File: src/rtl/serial_add_pkg.sv
// Shared definitions for the bit-serial adder controller.
// Holds the FSM state encoding, the supported width limit and a helper
// that sizes the bit counter.
package serial_add_pkg;

    // Controller states: idle (accepting), running (one bit per cycle), done (result held)
    typedef enum logic [1:0] {
        ST_IDLE = 2'd0,
        ST_RUN  = 2'd1,
        ST_DONE = 2'd2
    } state_t;

    // Widest operand the controller is built for
    localparam int SERIAL_ADD_W_MAX = 64;

    // Bit counter width: enough to count 0..w-1, never narrower than one bit
    function automatic int cnt_width(input int w);
        return (w > 1) ? $clog2(w) : 1;
    endfunction

endpackage : serial_add_pkg

File: src/rtl/half_adder.sv
// 1-bit half adder: the basic arithmetic cell of the serial adder.
module half_adder (
    input  logic a,
    input  logic b,
    output logic s,
    output logic c
);

    // Sum and carry of two bits
    assign s = a ^ b;
    assign c = a & b;

endmodule : half_adder

File: src/rtl/serial_full_adder.sv
// 1-bit full adder built from two half adders and an OR gate.
// Shared by every bit position of the serial adder, one bit per cycle.
module serial_full_adder (
    input  logic a,
    input  logic b,
    input  logic cin,
    output logic s,
    output logic cout
);

    logic s0;
    logic c0;
    logic c1;

    // First stage adds the operand bits
    half_adder u_ha0 (
        .a (a),
        .b (b),
        .s (s0),
        .c (c0)
    );

    // Second stage folds in the incoming carry
    half_adder u_ha1 (
        .a (s0),
        .b (cin),
        .s (s),
        .c (c1)
    );

    // At most one of the two stage carries can be set, so OR is enough
    assign cout = c0 | c1;

endmodule : serial_full_adder

File: src/rtl/serial_add_ctrl.sv
// Bit-serial W-bit adder controller.
// Accepts an operand pair over valid/ready, feeds one shared full-adder cell
// LSB-first for W cycles, then holds sum/cout under an output valid/ready
// handshake until the consumer takes them.
// Optional feature: define SERIAL_ADD_SUB_EN to add the 'sub' port, which
// selects a-b (b inverted, carry seeded with 1; cout=1 means no borrow).
module serial_add_ctrl
    import serial_add_pkg::*;
#(
    parameter int W = 8
) (
    input  logic         clk,
    input  logic         rst_n,
    input  logic         in_valid,
    output logic         in_ready,
    input  logic [W-1:0] a,
    input  logic [W-1:0] b,
`ifdef SERIAL_ADD_SUB_EN
    input  logic         sub,
`endif
    output logic         out_valid,
    input  logic         out_ready,
    output logic [W-1:0] sum,
    output logic         cout
);

    localparam int CW = cnt_width(W);

    // Reject unsupported widths at elaboration
    generate
        if (W < 1 || W > SERIAL_ADD_W_MAX) begin : g_bad_width
            $error("serial_add_ctrl: W out of range 1..64");
        end
    endgenerate

    state_t          state_q, state_d;
    logic [CW-1:0]   cnt_q, cnt_d;
    logic [W-1:0]    a_sr_q, a_sr_d;
    logic [W-1:0]    b_sr_q, b_sr_d;
    logic [W-1:0]    sum_q, sum_d;
    logic            carry_q, carry_d;
    logic            cout_q, cout_d;

    logic            sub_sel;
    logic            accept;
    logic            last_bit;
    logic            fa_s;
    logic            fa_c;

`ifdef SERIAL_ADD_SUB_EN
    assign sub_sel = sub;
`else
    assign sub_sel = 1'b0;
`endif

    // Operands are only taken while idle; the counter marks the final bit
    assign accept   = (state_q == ST_IDLE) && in_valid;
    assign last_bit = (cnt_q == CW'(W - 1));

    // The one arithmetic cell, always looking at the current LSBs and carry
    serial_full_adder u_fa (
        .a    (a_sr_q[0]),
        .b    (b_sr_q[0]),
        .cin  (carry_q),
        .s    (fa_s),
        .cout (fa_c)
    );

    // State register
    always_ff @(posedge clk or negedge rst_n) begin
        if (!rst_n) begin
            state_q <= ST_IDLE;
        end else begin
            state_q <= state_d;
        end
    end

    // Next-state logic: IDLE -> RUN on accept, RUN -> DONE on last bit, DONE -> IDLE on take
    always_comb begin
        state_d = state_q;
        unique case (state_q)
            ST_IDLE: if (in_valid)  state_d = ST_RUN;
            ST_RUN:  if (last_bit)  state_d = ST_DONE;
            ST_DONE: if (out_ready) state_d = ST_IDLE;
            default:                state_d = ST_IDLE;
        endcase
    end

    // Handshake outputs decoded straight from the state
    always_comb begin
        in_ready  = (state_q == ST_IDLE);
        out_valid = (state_q == ST_DONE);
        sum       = sum_q;
        cout      = cout_q;
    end

    // Datapath next values: load on accept, shift one bit per RUN cycle, hold otherwise
    always_comb begin
        cnt_d   = cnt_q;
        a_sr_d  = a_sr_q;
        b_sr_d  = b_sr_q;
        sum_d   = sum_q;
        carry_d = carry_q;
        cout_d  = cout_q;

        if (accept) begin
            a_sr_d  = a;
            // Subtraction is a + ~b + 1: invert b and seed the carry
            b_sr_d  = sub_sel ? ~b : b;
            carry_d = sub_sel;
            cnt_d   = '0;
        end else if (state_q == ST_RUN) begin
            a_sr_d  = a_sr_q >> 1;
            b_sr_d  = b_sr_q >> 1;
            // New sum bit enters at the top; after W shifts bit 0 lands at bit 0
            sum_d   = (sum_q >> 1) | (W'(fa_s) << (W - 1));
            carry_d = fa_c;
            cnt_d   = cnt_q + CW'(1);
            if (last_bit) begin
                cout_d = fa_c;
            end
        end
    end

    // Datapath registers; reset discards any operation in flight
    always_ff @(posedge clk or negedge rst_n) begin
        if (!rst_n) begin
            cnt_q   <= '0;
            a_sr_q  <= '0;
            b_sr_q  <= '0;
            sum_q   <= '0;
            carry_q <= 1'b0;
            cout_q  <= 1'b0;
        end else begin
            cnt_q   <= cnt_d;
            a_sr_q  <= a_sr_d;
            b_sr_q  <= b_sr_d;
            sum_q   <= sum_d;
            carry_q <= carry_d;
            cout_q  <= cout_d;
        end
    end

endmodule : serial_add_ctrl

File: config.mk
export PLATFORM = sky130hd
export DESIGN_NAME = serial_add_ctrl
export DESIGN_NICKNAME = d
export VERILOG_FILES = /design/src/rtl/serial_add_pkg.sv /design/src/rtl/half_adder.sv /design/src/rtl/serial_full_adder.sv /design/src/rtl/serial_add_ctrl.sv
export SDC_FILE = /design/constraint.sdc
export NUM_CORES = 1
export LEC_CHECK = 0
export BUFFER_PORTS_ARGS = -buffer_cell sky130_fd_sc_hd__buf_2
export CORE_UTILIZATION = 35
export CTS_CLUSTER_SIZE = 40
export DETAILED_ROUTE_END_ITERATION = 10
export PLACE_DENSITY_LB_ADDON = 0.3
export REMOVE_ABC_BUFFERS = 1
export SLEW_MARGIN = 20
export SYNTH_ARGS = -nofsm -noshare
export SYNTH_HDL_FRONTEND = slang
export SYNTH_HIERARCHICAL = 1
export SYNTH_SLANG_ARGS = --single-unit
File: constraint.sdc
create_clock -name clk -period 1.8 [get_ports clk]
set_input_delay 0.54 -clock clk [delete_from_list [all_inputs] [get_ports clk]]
set_output_delay 0.54 -clock clk [all_outputs]
set_load 0.05 [all_outputs]
==> results of run 1 <==
-- power by group --
| group | leakage (nW) | total [mW] | internal [mW] | switching [mW] |
|---|---|---|---|---|
| clock | 0.0612 | 0.701 | 0.447 | 0.253 |
| sequential | 0.373 | 1.26 | 1.02 | 0.232 |
| combinational | 0.383 | 1.49 | 0.566 | 0.925 |
| total | 0.817 | 3.45 | 2.04 | 1.41 |
-- cell families (layout without fill, tap and decap cells) --
logic type / Yosys count / after routing / share of synthesized area (%)
flip-flops: 31 / 31 / 55.8
AO/OA/AOI/OAI: 42 / 42 / 20.8
buffers and inverters: 11 / 44 / 5.31
multiplexers: 1 / 1 / 0.810
AND/OR/NAND/NOR: 40 / 40 / 13.7
adder cells (fa/ha/maj): 4 / 4 / 3.60
-- Yosys cell counts, types with 2 or more instances --
master,instances,area [µm²]
dfrtp_1,31,776
nand2_1,27,101
o22ai_1,18,113
a21oi_1,7,35.0
a2bb2oi_1,6,52.6
buf_2,5,25.0
ha_1,4,50.1
nand2b_1,4,25.0
a22o_1,3,26.3
buf_6,3,33.8
nor2_1,3,11.3
inv_2,2,7.51
nand3b_1,2,15.0
o21ai_1,2,10.0
o221a_1,2,22.5
-- what timing repair did --
item	in CTS	in global routing
pin swaps	0	0
setup endpoints to repair	1	2
hold endpoints to repair	0	0
gates resized for setup	2	1
-- final timing paths --
| kind | from | end | slack [ns] | cells past startpoint |
|---|---|---|---|---|
| min reg2reg | sum[0] | sum[0] | 0.47 | 2 |
| max reg2reg | a_sr_q[0] | cout | 0.28 | 4 |
| max in group asynchronous | rst_n | state_q[0] | 1.01 | 1 |
| min in group clk | out_ready | state_q[1] | 0.45 | 2 |
| min | rst_n | a_sr_q[4] | 0.30 | 1 |
| max | state_q[0] | out_valid | 0.09 | 2 |
-- layer usage --
layer	track usage, %	wire length (µm)	vias to the layer above
li1	-	-	531
met1	19.6	1350	555
met2	27.0	1530	24
met3	4.05	128	5
met4	7.07	33	0
met5	0	0	-
-- stage by stage --
| step | setup slack (ns) | TNS (ns) | utilization [%] |
|---|---|---|---|
| final | 0.0871 | 0 | 45.1 |
| after global routing | 0.0485 | 0 | 45.1 |
| after CTS | 0.0447 | 0 | 45.1 |
| after detailed placement | 0.259 | 0 | 41.8 |
| after global placement | 0.285 | 0 | 41.8 |
| after floorplan | -0.0911 | -0.0911 | - |
-- layout make-up --
| type | count | share of cell area [%] |
|---|---|---|
| clock buffers | 6 | 4.89 |
| clock inverters | 2 | 2.08 |
| inverters | 2 | 0.445 |
| multi-input cells | 87 | 32.2 |
| flip-flops and latches | 31 | 46.0 |
| well taps | 48 | 3.56 |
| repair buffers | 34 | 10.8 |
-- state kept, by name, summed over array words and instances (netlist names) --
name and cells:
b_sr_q 8, state_q 2, cout 1, a_sr_q 8
carry_q 1, cnt_q 3, sum 8
==> impl_metrics.yaml, run 1 <==
status:
  outcome: "finished clean"
yosys:
  async_reset_ff_share_pct: 100
  synthCells: 129
  syn_avg_cell_area_um2: 10.8
  ys_warn_count: 6
  synth_edf_count: 0
  synth_ff_type: "dfrtp_1"
  synth_cell_type_count: 25
  syn-cell-area_um2: 1390
  ys_ff_latch: 31
  synth_seq_area_share_pct: 55.8
cts:
  clock-sinks: 31
  clkTransAtPathRegs_ns: 0.06
  clkLatencyLatePin_ns: 0.28
  htree_levels: 2
  postCtsSetupRepairBufs: 0
  cts_buffer_depth: 2
  holdBufCountCts: 0
  cts_root_buf: "clkbuf_8"
  cts_tree: "yes"
  cts-buffers-inserted: 5
global_route:
  gr-usage-all-layers_pct: 16.1
  grt_first_pass_wirelength_um: 5170
  grt_max_degree: 32
  antenna_found_initial: 0
  grt-ovfl-total: 0
  grt_pass1_vias: 1165
sta:
  max_slew_margin_pct: 54.1
  hold_viol: 0
  fin_skew_ns: 0.00445
  holdWs_ns: 0.302
  finalSetupViolations: 0
  drv_slew: 0
  clock.fmax_mhz: 584
  rsz0062_at_grt: "no"
  tightest_slew_ns: 0.688
  period_needed_ns: 1.71
  post-route-period-util_pct: 95.2
finish:
  seqCellArea_um2: 777
  instances_no_fill: 210
  layout-drive-gt1-share_pct: 29.6
  diodes: 0
  multi_input_area_um2: 543
  nets: 185
  fillers: 385
  final_common_cell: "dfrtp_1"
  syn2layout_area_growth_pct: 21.4
  fin_area_um2: 1690
  mostFrequentLayoutCells: "dfrtp_1, buf_2, nand2_1, o22ai_1, a21oi_1"
floorplan:
  die_y_um: 65.0
  start_util_pct: 37.1
  core_area_um2: 3740
  ios: 31
  die_w_um: 65.0
  fp-row-count: 22
  dieArea_um2: 4230
detailed_routing:
  num_vias: 1115
  drt-total-wl_um: 3030
  wire_per_inst_um: 14.4
  first_pass_iters: 4
  viasPerCell: 5.31
  drtIter0Drc: 49
  ant_nets: 0
  drc: 0
worst_setup_path:
  start_kind: "flop"
  crit_path_cell_trace: "nor2_1 > buf_2"
  cp_data_arrival_time_ns: 1.17
  crit_path_max_fanout: 11
  critical_path_buf_inv_count: 1
  crit_slowest_cell: "dfrtp_2"
  max_stage_delay_ns: 0.48
  crit_path_end_kind: "primary output"
  required_ns: 1.26
  crit_type: "reg2out"
  critPathTopFamily: "flip-flops"
placed_design:
  place.gp.congestion: 0.733
  place_inst: 202
  io_buffers: 30
  dpl_cell_area_um2: 1560
  hpwl_um: 2160
job:
  drv_cap: 0
power_and_ir_drop:
  total_power_mw: 3.45
  ir_worst_vdd_mv: 0.752
  p_leak_nw: 0.817
  power_density_nw_per_um2: 2040
hold_path:
  hp-class: "in2async"
(Power assumes the default switching activity.)
==> run 2, diff against run 1 <==
- RECOVER_POWER: not set -> 25
==> impl_metrics.yaml, run 2 (synthesized netlist as in run 1, its figures left out) <==
worst_setup_path:
  crit_path_max_fanout: 11
  required_ns: 1.26
  cp_data_arrival_time_ns: 1.17
  r2r_cells: 4
  rr_endpoint: "cout"
  crit_type: "reg2out"
  start_kind: "flop"
  reg2reg_slack_ns: 0.28
  r2r-start: "a_sr_q[0]"
  crit_path_end_kind: "primary output"
sta:
  hold_viol: 0
  holdWs_ns: 0.328
  clock.fmax_mhz: 585
  fin_skew_ns: 0.00440
  max_slew_margin_pct: 48.6
  post-route-period-util_pct: 95.0
  drv_slew: 0
  finalSetupViolations: 0
  tightest_slew_ns: 0.771
  rsz0062_at_grt: "no"
  period_needed_ns: 1.71
cts:
  clkTransAtPathRegs_ns: 0.06
  holdBufCountCts: 0
  cts_root_buf: "clkbuf_8"
  clkLatencyLatePin_ns: 0.28
  cts-buffers-inserted: 5
  cts_buffer_depth: 2
  cts_tree: "yes"
  clock-sinks: 31
  htree_levels: 2
floorplan:
  core_area_um2: 3740
  die_w_um: 65.0
  ios: 31
  dieArea_um2: 4230
  die_y_um: 65.0
  fp-row-count: 22
  start_util_pct: 37.1
finish:
  final_common_cell: "dfrtp_1"
  mostFrequentLayoutCells: "dfrtp_1, buf_2, nand2_1, o22ai_1, a21oi_1"
  nets: 185
  layout-drive-gt1-share_pct: 29.6
  fillers: 385
  final_util_pct: 45.1
  diodes: 0
  syn2layout_area_growth_pct: 21.4
global_route:
  grt_first_pass_wirelength_um: 5170
  grt-ovfl-total: 0
  grt_max_degree: 32
  gr-usage-all-layers_pct: 16.1
  grt_pass1_vias: 1165
  antenna_found_initial: 0
placed_design:
  io_buffers: 30
  place.gp.congestion: 0.733
  hpwl_um: 2160
detailed_routing:
  wire_per_inst_um: 14.4
  num_vias: 1113
  first_pass_iters: 4
  ant_nets: 0
  drt-total-wl_um: 3030
  viasPerCell: 5.30
  drtIter0Drc: 49
  drc: 0
power_and_ir_drop:
  power_density_nw_per_um2: 2040
  p_switching_mw: 1.41
  p_comb_share_pct: 43.2
  p_seq_share_pct: 36.4
  internal_power_mw: 2.04
  p_clk_share_pct: 20.3
  p_leak_nw: 0.818
  ir_worst_vdd_mv: 0.752
  p_sw_share_pct: 40.9
status:
  outcome: "finished clean"
job:
  drv_cap: 0
hold_path:
  hp-class: "in2async"
[run 2: final cells by class]
class | count | area, µm² | area share (%)
timing repair buffer | 34 | 183 | 10.8
sequential | 31 | 777 | 46.0
tap | 48 | 60.1 | 3.56
inverter | 2 | 7.51 | 0.445
clock buffer | 6 | 82.6 | 4.89
multi-input combinational | 87 | 543 | 32.2
clock inverter | 2 | 35.0 | 2.08
[run 2: per-stage QoR]
stage               cell area, µm²  setup TNS [ns]  setup WS (ns)  cells  power [mW]
floorplan                     1320         -0.0911        -0.0911    120        2.32
global placement              1560               0          0.285    202        2.69
detailed placement            1560               0          0.259    202        2.76
CTS                           1690               0         0.0447    210        3.48
global route                  1690               0         0.0485    210        3.69
finish                        1690               0         0.0892    210        3.45
[run 2: worst max-delay path by stage]
stage / start / to / slack, ns / cells after the start
3_5_place_dp: state_q[0] / in_ready / 0.26 / 2
2_1_floorplan: state_q[1] / out_valid / -0.09 / 2
5_1_grt: state_q[0] / in_ready / 0.05 / 2
3_3_place_gp: state_q[0] / in_ready / 0.29 / 2
4_1_cts: state_q[0] / out_valid / 0.04 / 2
6_report: state_q[0] / out_valid / 0.09 / 2
[run 2: critical path, cell delays in order (launching register included)]
cell     delay, ns
dfrtp_2       0.48
nor2_1        0.13
buf_2         0.28
[run 2: what timing repair did]
item	CTS	global route
hold endpoints to repair	0	0
pin swaps	0	0
gates resized for setup	2	1
cloned	0	0
endpoints found under the setup margin	1	2
setup buffers	0	0
[run 2: power groups by stage]
stage          Combinational (mW)  Sequential (mW)  Clock (mW)
2_1_floorplan               0.797             1.52           0
3_3_place_gp                 1.45             1.24           0
3_5_place_dp                 1.50             1.26           0
4_1_cts                      1.51             1.25       0.716
5_1_grt                      1.65             1.30       0.744
6_report                     1.49             1.26       0.701
[run 2: layer usage]
metal,GRT usage [%],vias to the layer above,wire length (µm)
li1,-,531,-
met1,19.6,555,1350
met2,27.0,22,1520
met3,4.05,5,123
met4,7.07,0,33
met5,0,-,0
==> run 3, diff against run 2 <==
- clock period: 1.8 -> 1.86 ns (I/O delays scaled with it)
==> impl_metrics.yaml, run 3 (synthesized netlist as in run 1, its figures left out) <==
power_and_ir_drop:
  p_seq_share_pct: 38.4
  p_leak_nw: 0.798
  power_density_nw_per_um2: 1910
  p_comb_share_pct: 44.8
  p_clk_share_pct: 16.8
  p_sw_share_pct: 42.6
  ir_worst_vdd_mv: 0.791
  p_switching_mw: 1.34
  internal_power_mw: 1.81
  total_power_mw: 3.15
global_route:
  grt_max_degree: 32
  grt_first_pass_wirelength_um: 5110
  grt_use_met1_pct: 19.1
  grt_pass1_vias: 1166
  antenna_found_initial: 0
  busiest_layer: "met2"
  grt-ovfl-total: 0
  gr-usage-all-layers_pct: 16.0
  met2_usage_pct: 26.6
  met3_usage_pct: 4.75
worst_setup_path:
  start_kind: "flop"
  critPathTopFamily: "flip-flops"
  reg2reg_slack_ns: 0.32
  r2r-start: "state_q[1]"
  critical_path_buf_inv_count: 1
  r2r_cells: 4
  crit_path_cell_trace: "nor2_1 > buf_4"
  cp_data_arrival_time_ns: 1.23
  max_stage_delay_ns: 0.50
  crit_type: "reg2out"
  crit_path_max_fanout: 11
  crit_path_end_kind: "primary output"
  rr_endpoint: "b_sr_q[6]"
  required_ns: 1.30
  crit_cells: 2
  crit_slowest_cell: "dfrtp_1"
cts:
  cts-buffers-inserted: 5
  clock-sinks: 31
  postCtsSetupRepairBufs: 0
  cts_buffer_depth: 2
  cts_root_buf: "clkbuf_8"
  clkLatencyLatePin_ns: 0.28
  htree_levels: 2
  clkTransAtPathRegs_ns: 0.06
  cts_tree: "yes"
detailed_routing:
  drt-total-wl_um: 2920
  ant_nets: 0
  first_pass_iters: 4
  num_vias: 1080
  wire_per_inst_um: 14.0
  drc: 0
  drtIter0Drc: 39
  viasPerCell: 5.19
sta:
  hold_viol: 0
  fin_skew_ns: 0.00511
  finalSetupViolations: 0
  period_needed_ns: 1.79
  rsz0062_at_grt: "no"
  drv_slew: 0
  max_slew_margin_pct: 48.8
  holdWs_ns: 0.339
  tightest_slew_ns: 0.768
  setup_tns_ns: 0
  clock.fmax_mhz: 558
  post-route-period-util_pct: 96.4
finish:
  fillers: 390
  layout-drive-gt1-share_pct: 27.5
  diodes: 0
  mostFrequentLayoutCells: "dfrtp_1, nand2_1, buf_2, o22ai_1, a21oi_1"
  syn2layout_area_growth_pct: 18.6
  nets: 184
  final_common_cell: "dfrtp_1"
  fin_area_um2: 1650
floorplan:
  start_util_pct: 37.1
  core_area_um2: 3740
  die_w_um: 65.0
  fp-row-count: 22
  ios: 31
  dieArea_um2: 4230
  die_y_um: 65.0
placed_design:
  dpl_cell_area_um2: 1560
  hpwl_um: 2090
  io_buffers: 30
  place.gp.congestion: 0.732
hold_path:
  hp-class: "in2async"
status:
  outcome: "finished clean"
job:
  drv_cap: 0
run 3: worst max-delay path by stage:
stage               start   endpoint  slack (ns)
6_report       state_q[0]   in_ready        0.07
5_1_grt        state_q[0]   in_ready       0.008
4_1_cts        state_q[0]   in_ready        0.05
3_5_place_dp   state_q[0]   in_ready        0.31
3_3_place_gp   state_q[0]   in_ready        0.32
2_1_floorplan  state_q[1]  out_valid       -0.05
run 3: timing repair:
item	in CTS	in global routing
gates resized for setup	1	1
endpoints found under the hold margin	0	0
hold buffers	0	0
endpoints found under the setup margin	1	1
run 3: metal layers:
layer	wire (µm)	part of all wire, %	up-vias
met5	0	0	-
met4	51	1.7	0
met3	133	4.6	6
met2	1420	49	17
met1	1320	45	528
li1	-	-	529
run 3: cell type report:
class                      count  area (µm²)  share of cell area, %
inverter                       2        7.51                  0.455
sequential                    31         776                   47.0
timing repair buffer          33         178                   10.8
tap                           48        60.1                   3.64
clock buffer                   6        82.6                   5.01
clock inverter                 1        5.00                  0.303
multi-input combinational     87         541                   32.8
run 3: stage by stage:
step	worst slack, ns	util [%]	std cells
final	0.0677	44.1	208
after global routing	0.00843	44.1	208
after CTS	0.0516	44.0	208
after detailed placement	0.310	41.6	201
after global placement	0.323	41.6	201
after floorplan	-0.0491	-	120
run 3: power by group through the flow:
stage / combinational (mW) / sequential (mW) / clock, mW
2_1_floorplan: 0.771 / 1.47 / 0
3_3_place_gp: 1.38 / 1.20 / 0
3_5_place_dp: 1.42 / 1.22 / 0
4_1_cts: 1.43 / 1.21 / 0.539
5_1_grt: 1.59 / 1.25 / 0.565
6_report: 1.41 / 1.21 / 0.529
